File: config.mk
export PLATFORM = sky130hd
export DESIGN_NAME = pong_renderer_pipe
export DESIGN_NICKNAME = d
export VERILOG_FILES = /design/src/rtl/pong_pkg.sv /design/src/rtl/pong_rect_hit.sv /design/src/rtl/pong_renderer_pipe.sv
export SDC_FILE = /design/constraint.sdc
export NUM_CORES = 1
export LEC_CHECK = 0
export ABC_AREA = 1
export CAP_MARGIN = 20
export CORE_MARGIN = 5
export CORE_UTILIZATION = 52
export CTS_CLUSTER_SIZE = 25
export DETAILED_ROUTE_END_ITERATION = 12
export PLACE_DENSITY_LB_ADDON = 0.08
export SETUP_SLACK_MARGIN = 0.2
export SLEW_MARGIN = 20
export SYNTH_ARGS = -nofsm -noshare
export SYNTH_HDL_FRONTEND = slang
export SYNTH_SLANG_ARGS = --single-unit
File: constraint.sdc
create_clock -name clk -period 2.5 [get_ports clk]
set_input_delay 0.5 -clock clk [delete_from_list [all_inputs] [get_ports clk]]
set_output_delay 0.5 -clock clk [all_outputs]
set_load 0.1 [all_outputs]
File: src/rtl/pong_pkg.sv
// Shared types and default colours for the Pong pixel renderer.
package pong_pkg;
  localparam int RGB_W = 24;

  localparam logic [RGB_W-1:0] DEF_BG_COLOR     = 24'h000000;
  localparam logic [RGB_W-1:0] DEF_BALL_COLOR   = 24'hFFFFFF;
  localparam logic [RGB_W-1:0] DEF_PADDLE_COLOR = 24'h00FF00;
  localparam logic [RGB_W-1:0] DEF_NET_COLOR    = 24'h808080;
  localparam logic [RGB_W-1:0] OFF_COLOR        = 24'h000000;

  typedef struct packed {
    logic ball;
    logic pad_l;
    logic pad_r;
    logic net;
    logic off;
  } hit_t;
endpackage

File: src/rtl/pong_rect_hit.sv
// Combinational point-in-rectangle test; edge sums use one extra bit so they never wrap.
module pong_rect_hit #(
  parameter int COORD_W = 10
) (
  input  logic [COORD_W-1:0] x,
  input  logic [COORD_W-1:0] y,
  input  logic [COORD_W-1:0] rx,
  input  logic [COORD_W-1:0] ry,
  input  logic [COORD_W-1:0] w,
  input  logic [COORD_W-1:0] h,
  output logic               hit
);
  logic [COORD_W:0] x_end, y_end;

  assign x_end = {1'b0, rx} + {1'b0, w};
  assign y_end = {1'b0, ry} + {1'b0, h};
  assign hit   = (x >= rx) && ({1'b0, x} < x_end) &&
                 (y >= ry) && ({1'b0, y} < y_end);
endmodule

File: src/rtl/pong_renderer_pipe.sv
// Two-stage Pong pixel renderer: stage 1 registers hit flags, stage 2 the priority colour.
module pong_renderer_pipe
  import pong_pkg::*;
#(
  parameter int                COORD_W       = 10,
  parameter int                H_RES         = 640,
  parameter int                V_RES         = 480,
  parameter int                BALL_SIZE     = 8,
  parameter int                PAD_W         = 8,
  parameter int                PAD_H         = 64,
  parameter int                PAD_MARGIN    = 16,
  parameter int                NET_W         = 4,
  parameter int                NET_DASH_LOG2 = 3,
  parameter int                FLASH_FRAMES  = 4,
  parameter logic [RGB_W-1:0]  BG_COLOR      = DEF_BG_COLOR,
  parameter logic [RGB_W-1:0]  BALL_COLOR    = DEF_BALL_COLOR,
  parameter logic [RGB_W-1:0]  PADDLE_COLOR  = DEF_PADDLE_COLOR,
  parameter logic [RGB_W-1:0]  NET_COLOR     = DEF_NET_COLOR
) (
  input  logic               clk,
  input  logic               rst_n,
  input  logic               pix_valid,
  input  logic [COORD_W-1:0] x,
  input  logic [COORD_W-1:0] y,
  input  logic               frame_start,
  input  logic [COORD_W-1:0] ball_x,
  input  logic [COORD_W-1:0] ball_y,
  input  logic [COORD_W-1:0] paddleL_y,
  input  logic [COORD_W-1:0] paddleR_y,
  input  logic               flash_req,
  output logic               out_valid,
  output logic [RGB_W-1:0]   out_color,
  output logic               flash_active
);
  localparam int STAGES = 2;
  localparam int FW     = $clog2(FLASH_FRAMES + 1);
  localparam int NET_X0 = H_RES / 2 - NET_W / 2;
  localparam int PADR_X = H_RES - PAD_MARGIN - PAD_W;

  logic [COORD_W-1:0] sh_bx, sh_by, sh_pl, sh_pr;
  logic [COORD_W-1:0] eff_bx, eff_by, eff_pl, eff_pr;
  logic [COORD_W:0]   x1, y1;
  logic [FW-1:0]      cnt, cnt_nxt;
  logic [STAGES:1]    vld_pipe;
  logic               ball_hit, padl_hit, padr_hit;
  hit_t               hit_d, hit_q;
  logic [RGB_W-1:0]   col_d;

  // The frame_start pixel already sees the new positions.
  assign eff_bx = frame_start ? ball_x    : sh_bx;
  assign eff_by = frame_start ? ball_y    : sh_by;
  assign eff_pl = frame_start ? paddleL_y : sh_pl;
  assign eff_pr = frame_start ? paddleR_y : sh_pr;

  assign x1 = {1'b0, x};
  assign y1 = {1'b0, y};

  pong_rect_hit #(.COORD_W(COORD_W)) u_ball (
    .x(x), .y(y), .rx(eff_bx), .ry(eff_by),
    .w(COORD_W'(BALL_SIZE)), .h(COORD_W'(BALL_SIZE)), .hit(ball_hit)
  );
  pong_rect_hit #(.COORD_W(COORD_W)) u_pad_l (
    .x(x), .y(y), .rx(COORD_W'(PAD_MARGIN)), .ry(eff_pl),
    .w(COORD_W'(PAD_W)), .h(COORD_W'(PAD_H)), .hit(padl_hit)
  );
  pong_rect_hit #(.COORD_W(COORD_W)) u_pad_r (
    .x(x), .y(y), .rx(COORD_W'(PADR_X)), .ry(eff_pr),
    .w(COORD_W'(PAD_W)), .h(COORD_W'(PAD_H)), .hit(padr_hit)
  );

  always_comb begin
    hit_d       = '0;
    hit_d.ball  = ball_hit && !cnt[0];
    hit_d.pad_l = padl_hit;
    hit_d.pad_r = padr_hit;
    hit_d.net   = (x1 >= (COORD_W+1)'(NET_X0)) && (x1 < (COORD_W+1)'(NET_X0 + NET_W)) &&
                  !y[NET_DASH_LOG2];
    hit_d.off   = (x1 >= (COORD_W+1)'(H_RES)) || (y1 >= (COORD_W+1)'(V_RES));
  end

  // A flash request overrides the per-frame decrement.
  always_comb begin
    cnt_nxt = cnt;
    if (flash_req)                     cnt_nxt = FW'(FLASH_FRAMES);
    else if (frame_start && cnt != '0) cnt_nxt = cnt - 1'b1;
  end

  always_comb begin
    col_d = BG_COLOR;
    if (hit_q.off)                     col_d = OFF_COLOR;
    else if (hit_q.ball)               col_d = BALL_COLOR;
    else if (hit_q.pad_l || hit_q.pad_r) col_d = PADDLE_COLOR;
    else if (hit_q.net)                col_d = NET_COLOR;
  end

  always_ff @(posedge clk or negedge rst_n) begin
    if (!rst_n) begin
      sh_bx        <= '0;
      sh_by        <= '0;
      sh_pl        <= '0;
      sh_pr        <= '0;
      cnt          <= '0;
      flash_active <= 1'b0;
      vld_pipe     <= '0;
      hit_q        <= '0;
      out_color    <= '0;
    end else begin
      if (frame_start) begin
        sh_bx <= ball_x;
        sh_by <= ball_y;
        sh_pl <= paddleL_y;
        sh_pr <= paddleR_y;
      end
      cnt          <= cnt_nxt;
      flash_active <= (cnt_nxt != '0);
      vld_pipe     <= {vld_pipe[STAGES-1:1], pix_valid};
      hit_q        <= hit_d;
      out_color    <= vld_pipe[1] ? col_d : '0;
    end
  end

  assign out_valid = vld_pipe[STAGES];
endmodule

==> metrics.yaml <==
logic_synthesis:
  yosysUniqueCellTypes: 42
  synth-edff-count: 0
  ys_seq_elements: 55
  synth_area_mm2: 0.00438
  syn_avg_cell_area_um2: 8.15
  yosysTopAreaCell: "dfrtp_1"
  ys_seq_area_share_pct: 31.4
  synth_top_area_share_pct: 31.4
  yosys-top-cells-count: "nand2_1 (96), ha_1 (68), inv_1 (68)"
  yosys.cell_count.top_type: "nand2_1"
  synth-async-reset-ratio_pct: 100
  synthTopCellsByArea: "dfrtp_1 (31%), ha_1 (19%), nand2_1 (8.2%)"
  synth_nets: 671
  synth_warnings: 0
  synth_top_flop_cell: "dfrtp_1"
  syn_inst: 538
cells_and_area:
  drive_gt1_share_pct: 23.6
  final_nets: 779
  fin_area_mm2: 0.00572
  n_fill_cell: 683
  antenna_cells: 0
  area_growth_syn_to_layout_pct: 30.4
  fin_util_pct: 69.6
placed_design:
  gp_congestion: 0.908
  placed_cell_area_mm2: 0.00545
  portBuffers: 90
  dpl.hpwl_mm: 8.15
global_route:
  grt_util_all_layers_pct: 19.8
  grt_pass1_vias: 3720
  antenna_found_initial: 0
  grt_max_degree: 37
  grt_pass1_wl_mm: 16.6
  grt_overflow_total: 0
setup_path:
  max_stage_delay_ps: 390
  critPathBufInv: 1
  crit_family: "simple AND/OR/NAND/NOR gates"
  cp_max_fo: 5
  crit_top_cell: "nand2_1"
  cp_data_arrival_time_ps: 2460
  path_cells: "clkdlybuf4s50_1, or2_2, o21a_4, nand3_2, xor2_1, ha_1, a21o_1, a21oi_1, nand2_1, nand2_1, nand3_1, nor2_1"
  crit_path_top_delay_cell: "clkdlybuf4s50_1"
  path_class: "input port to flip-flop"
  required_ps: 2750
  startpoint_type: "input port"
  worst_setup_path_end_kind: "flip-flop"
sta:
  tns_ps: 0
  hold_violations: 0
  timing.final.crit_share_pct: 88.6
  drv_slew: 0
  grt_setup_unrepaired: "true"
  setup_viol: 0
  hold_ws_ps: 132
  worst_pin_slew_ps: 467
  finalClockSkew_ps: 4.69
  period_minus_slack_ps: 2210
  max_freq_ghz: 0.452
  slew_headroom_pct: 68.8
clock_tree:
  cts_sinks: 55
  hold_buffers: 0
  insertion_delay_ps: 310
  cts_root_buffer: "clkbuf_8"
  clk_path_buf_depth: 2
  cts_buffers: 5
  htree_levels: 2
  clkTransAtPathRegs_ps: 100
  cts_tree: "yes"
routing:
  vias: 3793
  drcViolationCount: 0
  detail_route.first_pass.iterations: 4
  drt_iter0_drc: 155
  via_per_inst: 5.04
  wl_per_cell_um: 13.6
  postRouteAntennaNets: 0
  postRouteWirelength_mm: 10.3
power:
  internal_power_mw: 1.62
  max-vdd-ir-drop_uv: 287
  p_leak_nw: 2.89
  clockPowerShare_pct: 19.5
  pwr-share-seq_pct: 39.5
  power_switching_mw: 0.877
  total_power_mw: 2.49
  p_per_area_mw_per_mm2: 436
  p_comb_share_pct: 40.9
  sw_frac_of_total_pct: 35.2
floorplan:
  die_x_um: 102
  start_util_pct: 53.4
  io_pins: 91
  core_mm2: 0.00822
  die_area_mm2: 0.0104
  die_y_um: 102
  rows: 33
status:
  run_status: "completed"
min_path:
  hold_class: "input port to asynchronous set/reset pin"
flow_run:
  maxCapViolCount: 0
## what timing repair did
item	4_1_cts	5_1_grt
endpoints found under the hold margin	0	0
gates resized for setup	0	38
endpoints found under the setup margin	0	3
buffers inserted	0	4
## worst register-to-register path: stages, from the launching register on
cell     delay (ps)
dfrtp_1         400
o21ai_4         160
inv_2            70
ha_4            160
xor2_1          150
ha_1            290
nand2_2          70
nor3_2          160
nand2_1          70
nand2_1          60
nand2_1          50
nand2_1          50
nand2_1          60
a21oi_2         140
nor2_1           60
## area by class of cell
| type | count | area [um2] | share of cell area (%) |
|---|---|---|---|
| clock buffer | 6 | 72.6 | 1.27 |
| clock inverter | 2 | 12.5 | 0.219 |
| inverter | 76 | 293 | 5.12 |
| multi-input combinational | 379 | 2660 | 46.5 |
| sequential | 55 | 1380 | 24.1 |
| tap | 105 | 131 | 2.30 |
| timing repair buffer | 129 | 1170 | 20.5 |
## layer usage
| layer | GRT usage (%) | up-vias | routed length [um] |
|---|---|---|---|
| met2 | 33.4 | 82 | 4850 |
| met1 | 27.0 | 1745 | 4710 |
| met4 | 5.85 | 0 | 207 |
| met3 | 2.32 | 17 | 498 |
| met5 | 0 | - | 0 |
| li1 | - | 1949 | - |
## cell families after synthesis
kind of cell	Yosys count	share of synthesized area, %
xor gates and xnor gates	14	2.80
AOI/OAI and AO/OA	82	11.4
and+or+nand+nor	215	23.5
buffers and inverters	104	11.5
adders and majority gates	68	19.4
DFF	55	31.4
## cell usage in the layout, fill, tap and decap left out, types with 13 or more instances in the layout
| cell | n |
|---|---|
| nand3_1 | 14 |
| nor2_1 | 36 |
| buf_4 | 60 |
| or2_2 | 16 |
| o21ai_0 | 17 |
| ha_1 | 64 |
| clkdlybuf4s50_1 | 57 |
| nand2_1 | 93 |
| nand2_2 | 13 |
| dfrtp_1 | 55 |
| a21oi_1 | 27 |
| inv_1 | 64 |
## through the flow
step	setup WS, ps	cells
finish	286	752
global route	156	752
CTS	224	748
detailed placement	-101	740
global placement	-62.3	740
floorplan	210	538
## state kept, by name (all words and copies together), names as in the netlist
| signal | count |
|---|---|
| vld_pipe | 2 |
| flash_active | 1 |
| cnt | 3 |
| out_color | 4 |
| sh_bx | 10 |
| hit_q | 5 |
| sh_pl | 10 |
| sh_pr | 10 |
| sh_by | 10 |
## final timing paths
kind / start / to / slack [ps] / cells after the start
worst max-delay path: ball_x[7] / hit_q[4] / 290 / 12
worst min-delay path: rst_n / cnt[2] / 130 / 1
worst max register to register: sh_by[4] / hit_q[4] / 470 / 14
worst min register to register: vld_pipe[1] / vld_pipe[2] / 410 / 0
max in group asynchronous: rst_n / sh_pl[6] / 1820 / 2
min in group clk: vld_pipe[1] / vld_pipe[2] / 410 / 0
## power groups by stage
stage / clock (mW) / combinational, mW / sequential (mW)
2_1_floorplan: 0 / 0.590 / 1.02
3_3_place_gp: 0 / 0.916 / 0.999
3_5_place_dp: 0 / 0.955 / 1.00
4_1_cts: 0.503 / 0.961 / 0.984
5_1_grt: 0.531 / 1.15 / 0.991
6_report: 0.487 / 1.02 / 0.985
(Power assumes the default switching activity.)
==> edit 1 (config.mk and constraints unchanged) <==
Put a register stage on the output `out_valid`. The value now appears one clock later. The other outputs are not delayed to match.
--- a/src/rtl/pong_renderer_pipe.sv
+++ b/src/rtl/pong_renderer_pipe.sv
@@ -119,6 +119,8 @@
     end
   end
 
-  assign out_valid = vld_pipe[STAGES];
+  always_ff @(posedge clk) begin
+    out_valid <= vld_pipe[STAGES];
+  end
 endmodule
 
Formal check against the unedited RTL: not equivalent (a bounded check fails within 4 cycles, from zero or initial values and one cycle with rst_n low).
==> edit 1 against the unedited design <==
Sequential power increased by 1%. Fmax increased by 0.67%. Critical path depth increased by 5. Clock skew increased by 0.0058 ns. Routed wire length increased by 4.1%. Cell area increased by 1.0%. Sequential cell count increased by 1. Power increased by 2.8%. Setup slack improved by 0.015 ns. Synthesized area increased by 0.31%. Critical path type unchanged. Critical endpoint unchanged. Largest cell class unchanged.
==> edit 1: results (changes against the unedited design) <==
- Top post-synthesis cells by area: dfrtp_1 (31%), ha_1 (19%), nand2_1 (11%)
- CP peak stage delay: 0.45 ns (+0.06 ns)
- Post-Layout Cell Count: 783 (+4.1%)
- Vias in the first global route: 3803 (+2.2%)
- Total CTS buffers: 5 (unchanged)
- DP Area: 5509 um^2 (+1.1%)
- Hold slack: 0.1778 ns (+0.04544 ns)
- Largest delay contributor family on the critical path: buffers and inverters
- Post-synthesis adder-cell area fraction: 19.35% (-0.061 points)
- HPWL after detailed placement: 8.760 mm (+7.5%)
- Reg2Reg Setup Slack: 0.50 ns (+0.03 ns)
- Compound-cell area share of the yosys netlist: 10.16% (-1.2 points)
- Static leakage: 2.988 nW (+3.3%)
- CP max FO: 3 (-2)
- Post-synthesis xor/xnor area fraction: 2.788% (-0.0088 points)
- VDD IR-drop max: 0.2611 mV (-8.9%)
- Synth unique cells: 41 (-2.4%)
- Drt initial violations: 141 (-9.0%)
- Most instantiated cells after synthesis: nand2_1 (126), inv_1 (77), ha_1 (68)
- Pin count of the biggest net entering global routing: 32 (-14%)
- Mapped Cells: 554 (+3.0%)
- Place WS: -0.4460 ns (-0.3448 ns)
- Asr flop ratio synth: 98.21% (-1.8 points)
- Worst path arrival time: 2.44 ns (-0.02 ns)
- Worst-Margin Slew: 0.5953 ns (+0.1279 ns)
- Aggregate global-route resource usage: 20.60% (+0.76 points)
- Layout cells sized above 1: 22.12% (-1.5 points)
- R2R depth: 14 (unchanged)
- Sequential share of the synthesized area: 31.75% (+0.36 points)
- Final Wtd Congestion: 0.8852 (-2.5%)
- Placed cells: 767 (+3.6%)
- # nets final: 810 (+4.0%)
- Post-Route Skew: 0.01047 ns (+0.005780 ns)
- Vias per std cell: 4.955 (-1.8%)
- First-pass GRT wire length: 17.24 mm (+4.1%)
- Syn_nets: 687 (+2.4%)
- Clock Pin Slew Worst Setup and Hold Paths: 0.10 ns (about the same)
- Outcome: completed
- Final wirelength: 10.68 mm (+4.1%)
-- edit 1: per-layer routing --
metal  vias up  share of wire [%]  global-route usage [%]
met4         0                1.4                   4.238
met1      1756                 48                   29.07
met2       101                 45                   33.68
met3        16                5.7                   3.276
met5         -                  0                       0
li1       2007                  -                       -
-- edit 1: report_power, final --
group          total (mW)  leakage [nW]  switching, mW  internal (mW)
Sequential          0.999         0.664         0.0231          0.975
Clock               0.514        0.0510          0.292          0.222
Combinational        1.05          2.27          0.581          0.469
Total                2.56          2.99          0.896           1.67
-- edit 1: kinds of logic (layout without fill, tap and decap cells) --
kind of cell	count (synthesis)	count (layout)
buffers and inverters	109	233
and+or+nand+nor	230	230
DFF	56	56
AOI/OAI and AO/OA	77	77
adders and majority gates	68	68
xor gates and xnor gates	14	14
-- edit 1: how the worst max path moves through the flow --
stage	from	to	slack [ns]	depth (start not counted)
global placement	frame_start	hit_q[4]	-0.40	17
finish	ball_x[3]	hit_q[4]	0.30	17
global route	paddleL_y[7]	hit_q[3]	0.18	12
CTS	ball_y[4]	hit_q[4]	0.20	16
floorplan	frame_start	hit_q[4]	0.19	18
detailed placement	frame_start	hit_q[4]	-0.45	17
-- edit 1: repair_timing --
action,in CTS,in global routing
pin swaps,2,24
endpoints found under the setup margin,3,3
endpoints found under the hold margin,0,0
resized for setup,6,33
setup buffers,2,6
-- edit 1: cell type report --
cell class | instances | area (um^2)
Tap cell | 105 | 131.4
Sequential cell | 56 | 1396
Clock inverter | 2 | 10.01
Multi-Input combinational cell | 389 | 2584
Inverter | 80 | 305.3
Fill cell | 671 | 2441
Timing Repair Buffer | 145 | 1266
Clock buffer | 6 | 82.58
==> edit 2 (config.mk and constraints unchanged) <==
Made on the original files. Change the parameter `FLASH_FRAMES` from 4 to 8.
--- a/src/rtl/pong_renderer_pipe.sv
+++ b/src/rtl/pong_renderer_pipe.sv
@@ -11,7 +11,7 @@
   parameter int                PAD_MARGIN    = 16,
   parameter int                NET_W         = 4,
   parameter int                NET_DASH_LOG2 = 3,
-  parameter int                FLASH_FRAMES  = 4,
+  parameter int                FLASH_FRAMES  = 8,
   parameter logic [RGB_W-1:0]  BG_COLOR      = DEF_BG_COLOR,
   parameter logic [RGB_W-1:0]  BALL_COLOR    = DEF_BALL_COLOR,
   parameter logic [RGB_W-1:0]  PADDLE_COLOR  = DEF_PADDLE_COLOR,
Formal check against the unedited RTL: not equivalent (a bounded check fails within 10 cycles, from zero or initial values and one cycle with rst_n low).
==> edit 2 against the unedited design <==
Sequential cell count up 1. Clock skew up 0.0076 ns. Setup slack about the same. Critical endpoint unchanged. Non-clock buffer count up 5. Routed wire length up 4.5%. Power up 6.0%. Critical path type unchanged. Final cell count up 2.7%. Largest cell class unchanged. Synthesized area up 2.2%. Cell area up 1.1%. Largest power group unchanged. Highest routed layer unchanged. Count of clock-buffer cells in the layout unchanged.
==> edit 2: results (changes against the unedited design) <==
- DP Area: 5529 um^2 (+1.5%)
- Sequential share of the synthesized area: 31.27% (-0.13 points)
- Met2 usage: 41.11% (+7.7 points)
- Post-CTS sizing: 13 (+13)
- Post-Route Skew: 0.01228 ns (+0.007596 ns)
- Fillers: 694 (+1.6%)
- CP max FO: 17 (+12)
- Worst path arrival time: 2.42 ns (-0.04 ns)
- GRT met1 Usage: 22.64% (-4.4 points)
- Final Wtd Congestion: 0.8985 (-1.0%)
- Vias post-DR: 3900 (+2.8%)
- Hold slack: 0.1901 ns (+0.05777 ns)
- HPWL after detailed placement: 8.771 mm (+7.6%)
- Met3 wire length: 445 um (-11%)
- Syn_nets: 686 (+2.2%)
- Drt initial violations: 116 (-25%)
- Wire per inst: 13.89 um (+1.8%)
- VDD IR-drop max: 0.2668 mV (-6.9%)
- CP Launch Point: frame_start
- Met2 WL: 5.820 mm (+20%)
- Outcome: completed
- Top post-synthesis cells by area: dfrtp_1 (31%), ha_1 (19%), nand2_1 (9.2%)
- DRT met1 WL: 4.322 mm (-8.2%)
- Post-CTS setup buffer count: 3 (+3)
- Max cap viols: 0 (unchanged)
- Grt met3 use: 3.045% (+0.72 points)
- Worst-Margin Slew: 0.6280 ns (+0.1606 ns)
- Pin count of the biggest net entering global routing: 26 (-30%)
- Static leakage: 2.928 nW (+1.2%)
- Aggregate global-route resource usage: 20.52% (+0.67 points)
[edit 2: cell count changes in the layout (fill, tap and decap cells not counted), moves of 4 or more]
cell,change
nand2_1,+15
nand2_2,+8
nand3_1,-4
o21ai_0,-6
o21ai_1,+6
[edit 2: cells by family (layout without fill, tap and decap cells)]
| logic type | Yosys count | count (layout) | synth area share, % |
|---|---|---|---|
| flip-flops | 56 | 56 | 31.27 |
| AO/OA/AOI/OAI | 78 | 78 | 10.44 |
| buffers and inverters | 103 | 216 | 11.61 |
| adder cells (fa/ha/maj) | 67 | 67 | 18.70 |
| AND/OR/NAND/NOR | 236 | 236 | 25.24 |
| XOR/XNOR | 14 | 14 | 2.736 |
[edit 2: critical path: stages]
cell and delay, ns:
buf_2 0.15, inv_8 0.07, or2_0 0.23, o21ai_2 0.09, inv_2 0.08, ha_4 0.17, xor2_1 0.16, ha_1 0.30
nand2_2 0.07, nor3_2 0.12, nand2_1 0.08, nand2_1 0.06, nand2_1 0.05, nand2_1 0.05, nand2_1 0.06, a21oi_2 0.13
nor2_2 0.04
[edit 2: area by class of cell]
type	count	area, um^2	area share [%]
multi-input combinational	395	2658	45.97
sequential	56	1401	24.24
timing repair buffer	134	1194	20.65
inverter	74	285.3	4.935
tap	105	131.4	2.273
clock buffer	6	72.57	1.255
clock inverter	2	38.79	0.6710
[edit 2: stage by stage]
step | total power, mW | std cells | setup slack [ns] | setup TNS, ns
3_3_place_gp | 1.963 | 761 | -0.1661 | -0.1661
3_5_place_dp | 2.001 | 761 | -0.3182 | -0.3499
6_report | 2.642 | 772 | 0.2861 | 0
2_1_floorplan | 1.648 | 554 | 0.1465 | 0
5_1_grt | 2.836 | 772 | 0.1614 | 0
4_1_cts | 2.640 | 772 | 0.2401 | 0
